### src/rtl/axi_burst_reader.sv
// axi_burst_reader: AXI4 read master for the cache/LSU request port.
// One AR per request (single narrow read or INCR burst of up to MAX_BEATS
// full-width beats). Beats are gathered into a line buffer and a one-cycle
// response pulse returns the narrow data, the whole line and the merged RRESP.
// Optional watchdog: define AXI_BURST_READER_TIMEOUT_EN to add the timeout
// counter and the sticky timeout_o output.
module axi_burst_reader #(
    parameter int unsigned ADDR_W         = 64,
    parameter int unsigned DATA_W         = 64,
    parameter int unsigned ID_W           = 4,
    parameter int unsigned MAX_BEATS      = 8,
    parameter int unsigned TIMEOUT_CYCLES = 1024
) (
    input  logic                        clk,
    input  logic                        reset,
    // request / response port
    input  logic                        req_valid,
    output logic                        req_ready,
    input  logic [ID_W-1:0]             req_id,
    input  logic [ADDR_W-1:0]           req_addr,
    input  logic [7:0]                  req_len,
    input  logic [2:0]                  req_size,
    output logic                        rsp_valid,
    output logic [DATA_W-1:0]           rsp_data,
    output logic [MAX_BEATS*DATA_W-1:0] rsp_line,
    output logic [1:0]                  rsp_resp,
    output logic [4:0]                  rsp_beats,
    // AXI AR channel
    output logic                        arvalid,
    input  logic                        arready,
    output logic [ID_W-1:0]             arid,
    output logic [ADDR_W-1:0]           araddr,
    output logic [7:0]                  arlen,
    output logic [2:0]                  arsize,
    output logic [1:0]                  arburst,
    output logic [2:0]                  arprot,
    output logic [3:0]                  arcache,
    output logic                        arlock,
    output logic [3:0]                  arqos,
    output logic [3:0]                  arregion,
    // AXI R channel
    input  logic                        rvalid,
    output logic                        rready,
    input  logic [ID_W-1:0]             rid,
    input  logic [DATA_W-1:0]           rdata,
    input  logic [1:0]                  rresp,
    input  logic                        rlast
`ifdef AXI_BURST_READER_TIMEOUT_EN
    ,
    output logic                        timeout_o
`endif
);

    localparam int unsigned OFF_W = $clog2(DATA_W / 8);

    typedef enum logic [1:0] {
        IDLE = 2'd0,
        ADDR = 2'd1,
        DATA = 2'd2,
        RESP = 2'd3
    } state_t;

    state_t            r_state;
    logic [ID_W-1:0]   r_id;
    logic [OFF_W-1:0]  r_off;
    logic [7:0]        r_len;
    logic [2:0]        r_size;

    logic [2:0]        w_eff_size;
    int unsigned       w_bits;
    logic [DATA_W-1:0] w_shifted;
    logic [DATA_W-1:0] w_mask;

`ifdef AXI_BURST_READER_TIMEOUT_EN
    logic [15:0]       r_to_cnt;
`endif

    function automatic logic [1:0] rmax(input logic [1:0] a, input logic [1:0] b);
        return (a > b) ? a : b;
    endfunction

    assign req_ready = (r_state == IDLE);
    assign arprot    = '0;
    assign arcache   = '0;
    assign arlock    = 1'b0;
    assign arqos     = '0;
    assign arregion  = '0;

    // Narrow extract from the stored beat 0: shift by byte offset, mask to the (clamped) size
    always_comb begin
        w_eff_size = 3'(OFF_W);
        if (r_len == 8'd0 && r_size < 3'(OFF_W)) begin
            w_eff_size = r_size;
        end
        w_bits    = 32'd8 << w_eff_size;
        w_shifted = rsp_line[DATA_W-1:0] >> {r_off, 3'b000};
        w_mask    = '1;
        if (w_eff_size < 3'(OFF_W)) begin
            w_mask = (DATA_W'(1) << w_bits) - DATA_W'(1);
        end
        rsp_data = w_shifted & w_mask;
    end

    // Control FSM, AR/R handshakes, line buffer and response registers
    always_ff @(posedge clk) begin
        if (reset) begin
            r_state   <= IDLE;
            r_id      <= '0;
            r_off     <= '0;
            r_len     <= '0;
            r_size    <= '0;
            arvalid   <= 1'b0;
            arid      <= '0;
            araddr    <= '0;
            arlen     <= '0;
            arsize    <= '0;
            arburst   <= '0;
            rready    <= 1'b0;
            rsp_valid <= 1'b0;
            rsp_line  <= '0;
            rsp_resp  <= '0;
            rsp_beats <= '0;
`ifdef AXI_BURST_READER_TIMEOUT_EN
            r_to_cnt  <= '0;
            timeout_o <= 1'b0;
`endif
        end else begin
            rsp_valid <= 1'b0;
            case (r_state)
                IDLE: begin
                    if (req_valid) begin
                        r_id      <= req_id;
                        r_off     <= req_addr[OFF_W-1:0];
                        r_len     <= req_len;
                        r_size    <= req_size;
                        arid      <= req_id;
                        araddr    <= {req_addr[ADDR_W-1:OFF_W], {OFF_W{1'b0}}};
                        arlen     <= req_len;
                        arsize    <= (req_len == 8'd0) ? req_size : 3'(OFF_W);
                        arburst   <= 2'b01;
                        arvalid   <= 1'b1;
                        rsp_resp  <= '0;
                        rsp_beats <= '0;
                        r_state   <= ADDR;
                    end
                end
                ADDR: begin
                    if (arready) begin
                        arvalid <= 1'b0;
                        rready  <= 1'b1;
                        r_state <= DATA;
                    end
                end
                DATA: begin
                    // rready is always high here, so rvalid alone is a handshake
                    if (rvalid) begin
                        if (rid != r_id) begin
                            // foreign beat: consumed, never stored, rlast ignored
                            rsp_resp <= rmax(rsp_resp, 2'b10);
                        end else if ({3'b000, rsp_beats} > r_len) begin
                            rsp_resp <= rmax(rsp_resp, 2'b10);
                            if (rlast) begin
                                rready    <= 1'b0;
                                rsp_valid <= 1'b1;
                                r_state   <= RESP;
                            end
                        end else begin
                            for (int unsigned k = 0; k < MAX_BEATS; k++) begin
                                if (rsp_beats == 5'(k)) begin
                                    rsp_line[k*DATA_W +: DATA_W] <= rdata;
                                end
                            end
                            rsp_beats <= rsp_beats + 5'd1;
                            if (rlast && ({3'b000, rsp_beats} < r_len)) begin
                                rsp_resp <= rmax(rmax(rsp_resp, rresp), 2'b10);
                            end else begin
                                rsp_resp <= rmax(rsp_resp, rresp);
                            end
                            if (rlast) begin
                                rready    <= 1'b0;
                                rsp_valid <= 1'b1;
                                r_state   <= RESP;
                            end
                        end
                    end
                end
                RESP: begin
                    r_state <= IDLE;
                end
                default: begin
                    r_state <= IDLE;
                end
            endcase
`ifdef AXI_BURST_READER_TIMEOUT_EN
            // Watchdog: runs only while waiting in ADDR/DATA; any handshake or entry restarts it
            if ((r_state == ADDR && !arready) || (r_state == DATA && !rvalid)) begin
                if (32'(r_to_cnt) + 32'd1 >= TIMEOUT_CYCLES) begin
                    arvalid   <= 1'b0;
                    rready    <= 1'b0;
                    rsp_valid <= 1'b1;
                    rsp_resp  <= 2'b11;
                    timeout_o <= 1'b1;
                    r_to_cnt  <= '0;
                    r_state   <= RESP;
                end else begin
                    r_to_cnt <= r_to_cnt + 16'd1;
                end
            end else begin
                r_to_cnt <= '0;
            end
`endif
        end
    end

endmodule

### config.mk
export PLATFORM = sky130hd
export DESIGN_NAME = axi_burst_reader
export DESIGN_NICKNAME = d
export VERILOG_FILES = /design/src/rtl/axi_burst_reader.sv
export SDC_FILE = /design/constraint.sdc
export NUM_CORES = 1
export LEC_CHECK = 0
export CORE_AREA = 2 2 324 326
export CTS_CLUSTER_DIAMETER = 200
export DETAILED_ROUTE_END_ITERATION = 16
export DIE_AREA = 0 0 326 328
export HOLD_SLACK_MARGIN = 0.06
export REMOVE_ABC_BUFFERS = 1
export SLEW_MARGIN = 20
export SYNTH_ARGS = -nofsm -noshare
export SYNTH_HDL_FRONTEND = slang
export SYNTH_SLANG_ARGS = --single-unit
### constraint.sdc
create_clock -name clk -period 3.35 [get_ports clk]
set_input_delay 0.8375 -clock clk [delete_from_list [all_inputs] [get_ports clk]]
set_output_delay 0.8375 -clock clk [all_outputs]
set_load 0.005 [all_outputs]
==> impl_results.md <==
- Core area: 103,000 um2
- Top FF cell, synth: dfxtp_1
- Critical path required time: 2.51 ns
- Crit path DAT: 2.71 ns
- Post-synth ARST share: 0%
- Seq/Total Area, Yosys: 50.5%
- Register bit total from synthesis: 607
- Least-Margin Pin Slew: 0.903 ns
- Clock Path Buffers: 3
- DRC errors left: 0
- Final wirelength: 121,000 um
- Max Freq: 282 MHz
- Maximum fanout along the worst path: 5
- Worst Hold Depth: 2
- Via-to-Cell Ratio: 4.60
- Syn Area/Cell: 7.72 um2
- Final clock skew: 0.0196 ns
- Worst setup startpoint: r_len[2]
- Register area: 12,200 um2
- Mapped Area: 24,100 um2
- Warnings, synthesis: 0
- Wire per inst: 22.7 um
- Area delta synth->final: 54.5%
- Post-synth EDFFs: 0
- Min cycle time layout: 3.55 ns
- RSZ-0062 raised after global routing: yes
- CTS tree: yes
- Total track usage: 21.5%
- CTS H-tree lvls: 3
- Die X: 326 um
- Crit Path Class: reg2out
- Pwr/cell area: 533 nW/um2
- Clk Latency, worst-skew pair: 0.65 ns
- TritonRoute pass-1 iters: 7
- Critical R2R Launch: r_len[3]
- Die Y: 328 um
- Initial antenna violation count: 8
- Synth Instances: 3,116
- Initial Util: 23.3%
- Length in cells of the worst reg-to-reg path: 11
- Final core utilization: 36.0%
- Global-route wire length before repair: 169,000 um
- Final worst slack: -0.199 ns
- Layout cells sized above 1: 10.8%
- Fin crit share: 106%
- Final number of max-transition violations: 0
- Post-DRT Antenna Nets: 0
- Std cell rows: 118
- Gpl congestion: 0.879
- DPL Wire Length: 82,500 um
- Run status: finished with violations
- Reg clk slew, reported paths: 0.06 ns
- Final Hold Fails: 0
- HP Start: rsp_line[383]
- Final setup violation count: 30
- Maximum vdd drop: 0.389 mV
- DR iter-0 viols: 1,869
- Leakage: 12.7 nW
- CTS buffer count: 74
- Nets@finish: 4,052
- # IOs: 839
- CTS root buf: clkbuf_16
- CP Launch Type: flop
- Fill cell count: 10,600
- Setup crit end kind: output pin
- Max-cap viol count: 0
- Library cells used by synthesis: 48
- Max transition margin: 39.6%
- Overall Power: 0.0198 W
- Die Area: 107,000 um2
- Vias in the first global route: 23,200
- Clock sink count: 607
- GRT overflow: 0
- Multi-input logic area: 10,700 um2
- Via count: 24,500
- Failing checks: negative setup slack
- Port bufs: 818
- Largest net degree at the start of global routing: 100
- Hold Crit Class: reg2reg
[state kept, by name (all words and copies together) (netlist names)]
register	count
rsp_line	512
araddr	61
r_len	8
rsp_beats	5
r_id	4
arsize	3
r_off	3
r_size	3
r_state	2
rsp_resp	2
arburst	1
arvalid	1
rready	1
rsp_valid	1
[power by group]
part	switching, W	leakage, nW	internal (W)
clock	0.00334	1.18	0.00474
sequential	0.000146	4.91	0.00743
combinational	0.00231	6.64	0.00184
[logic make-up (layout without fill, tap and decap cells)]
family | count (synthesis) | after routing | synth area share, %
AO/OA/AOI/OAI | 703 | 703 | 15.7
XOR/XNOR | 5 | 5 | 0.182
adder cells (fa/ha/maj) | 16 | 16 | 0.832
buffers and inverters | 321 | 1122 | 6.91
flip-flops | 607 | 607 | 50.5
multiplexers | 71 | 71 | 3.17
other | 2 | 26 | 0.0312
AND/OR/NAND/NOR | 1391 | 1391 | 22.6
[through the flow]
stage,setup TNS (ns),std cells,setup WS [ns],instance area [um2],hold WS [ns]
after floorplan,-197.45,2832,-0.364,22500,0.430
after global placement,-0.493,5144,-0.181,33900,0.437
after detailed placement,-0.490,5144,-0.176,33900,0.442
after CTS,-8.50,5311,-0.375,37000,0.449
after global routing,-7.63,5317,-0.329,37100,0.462
final,-3.75,5321,-0.199,37200,0.447
[cell usage in the layout, fill, tap and decap left out, types with 9 or more instances in the layout]
cell / n
a211oi_1: 9
a21oi_1: 623
and3_1: 10
buf_12: 46
buf_2: 22
buf_4: 83
buf_6: 30
clkbuf_1: 19
clkbuf_16: 78
clkbuf_8: 9
clkdlybuf4s50_1: 753
clkinv_2: 12
conb_1: 21
dfxtp_1: 597
dlygate4sd2_1: 20
ha_1: 15
inv_1: 15
mux2_2: 19
mux2i_1: 47
nand2_1: 1230
nand2b_1: 12
nor2_1: 51
nor2_2: 11
nor2b_1: 12
o21ai_0: 21
[routing by layer]
layer  part of all wire (%)  global-route usage [%]  routed length (um)
met5                      0                       0                   0
met2                     47                    35.4               56800
met3                    6.7                    4.70                8100
met4                    3.2                    7.25                3920
met1                     43                    27.8               51900
[worst max-delay path: stages (launching register included)]
cell and delay (ns):
dfxtp_2 0.33, nor4_4 0.30, nand3_2 0.12, or3_4 0.36, ha_4 0.21, nand3_4 0.08, a21oi_4 0.11, buf_12 0.18
buf_8 0.12, and3_4 0.16, buf_6 0.11
[path summary, 6_finish.rpt]
check / endpoint / slack [ns]
min: rsp_line[383] / 0.45
max reg2reg: rsp_line[163] / 0.50
max: rsp_data[62] / -0.20
min reg2reg: rsp_line[383] / 0.45
[Yosys cell counts, types with 2 or more instances]
library cell     n  area share, %
nand2b_1        12           0.31
and2_1           8           0.21
dfxtp_1        607             51
a22oi_1          5           0.16
and3_1          17           0.44
ha_1            16           0.83
nor3_1           9           0.19
buf_6            2          0.094
nor2_1          70            1.1
or3_1            6           0.16
o21ai_0         23           0.48
a221oi_1         2          0.073
buf_1            8           0.12
a21oi_1        630             13
nor4_1           3          0.078
nor2b_1         16           0.42
mux4_2           2           0.19
o211ai_4         8           0.71
nand4_1          4           0.10
buf_4           76            2.4
mux2i_1         48            2.0
inv_1           17           0.27
nand3_1         10           0.21
clkbuf_1        99            1.5
a32oi_1          3           0.11
o211ai_1         2          0.062
o211a_1          8           0.33
a211oi_1        10           0.31
nor3b_1          2          0.062
a31oi_1          2          0.052
o21a_1           2          0.062
conb_1           2          0.031
xor2_1           5           0.18
mux2_2          21           0.98
buf_2          117            2.4
nand2_1       1232             19
[final cells by class]
class | count | area share, %
sequential | 607 | 32.8
multi-input combinational | 2207 | 28.8
timing repair buffer | 973 | 27.1
clock buffer | 105 | 5.71
tap | 1380 | 4.65
clock inverter | 26 | 0.781
inverter | 18 | 0.192
antenna | 5 | 0.0337
[repair_timing]
item | CTS | global route
gates cloned | 5 | 0
pin swaps | 17 | 18
gates resized for setup | 295 | 39
hold buffers | 0 | 0
buffers inserted | 35 | 9
endpoints found under the setup margin | 64 | 52
(Power assumes the default switching activity.)
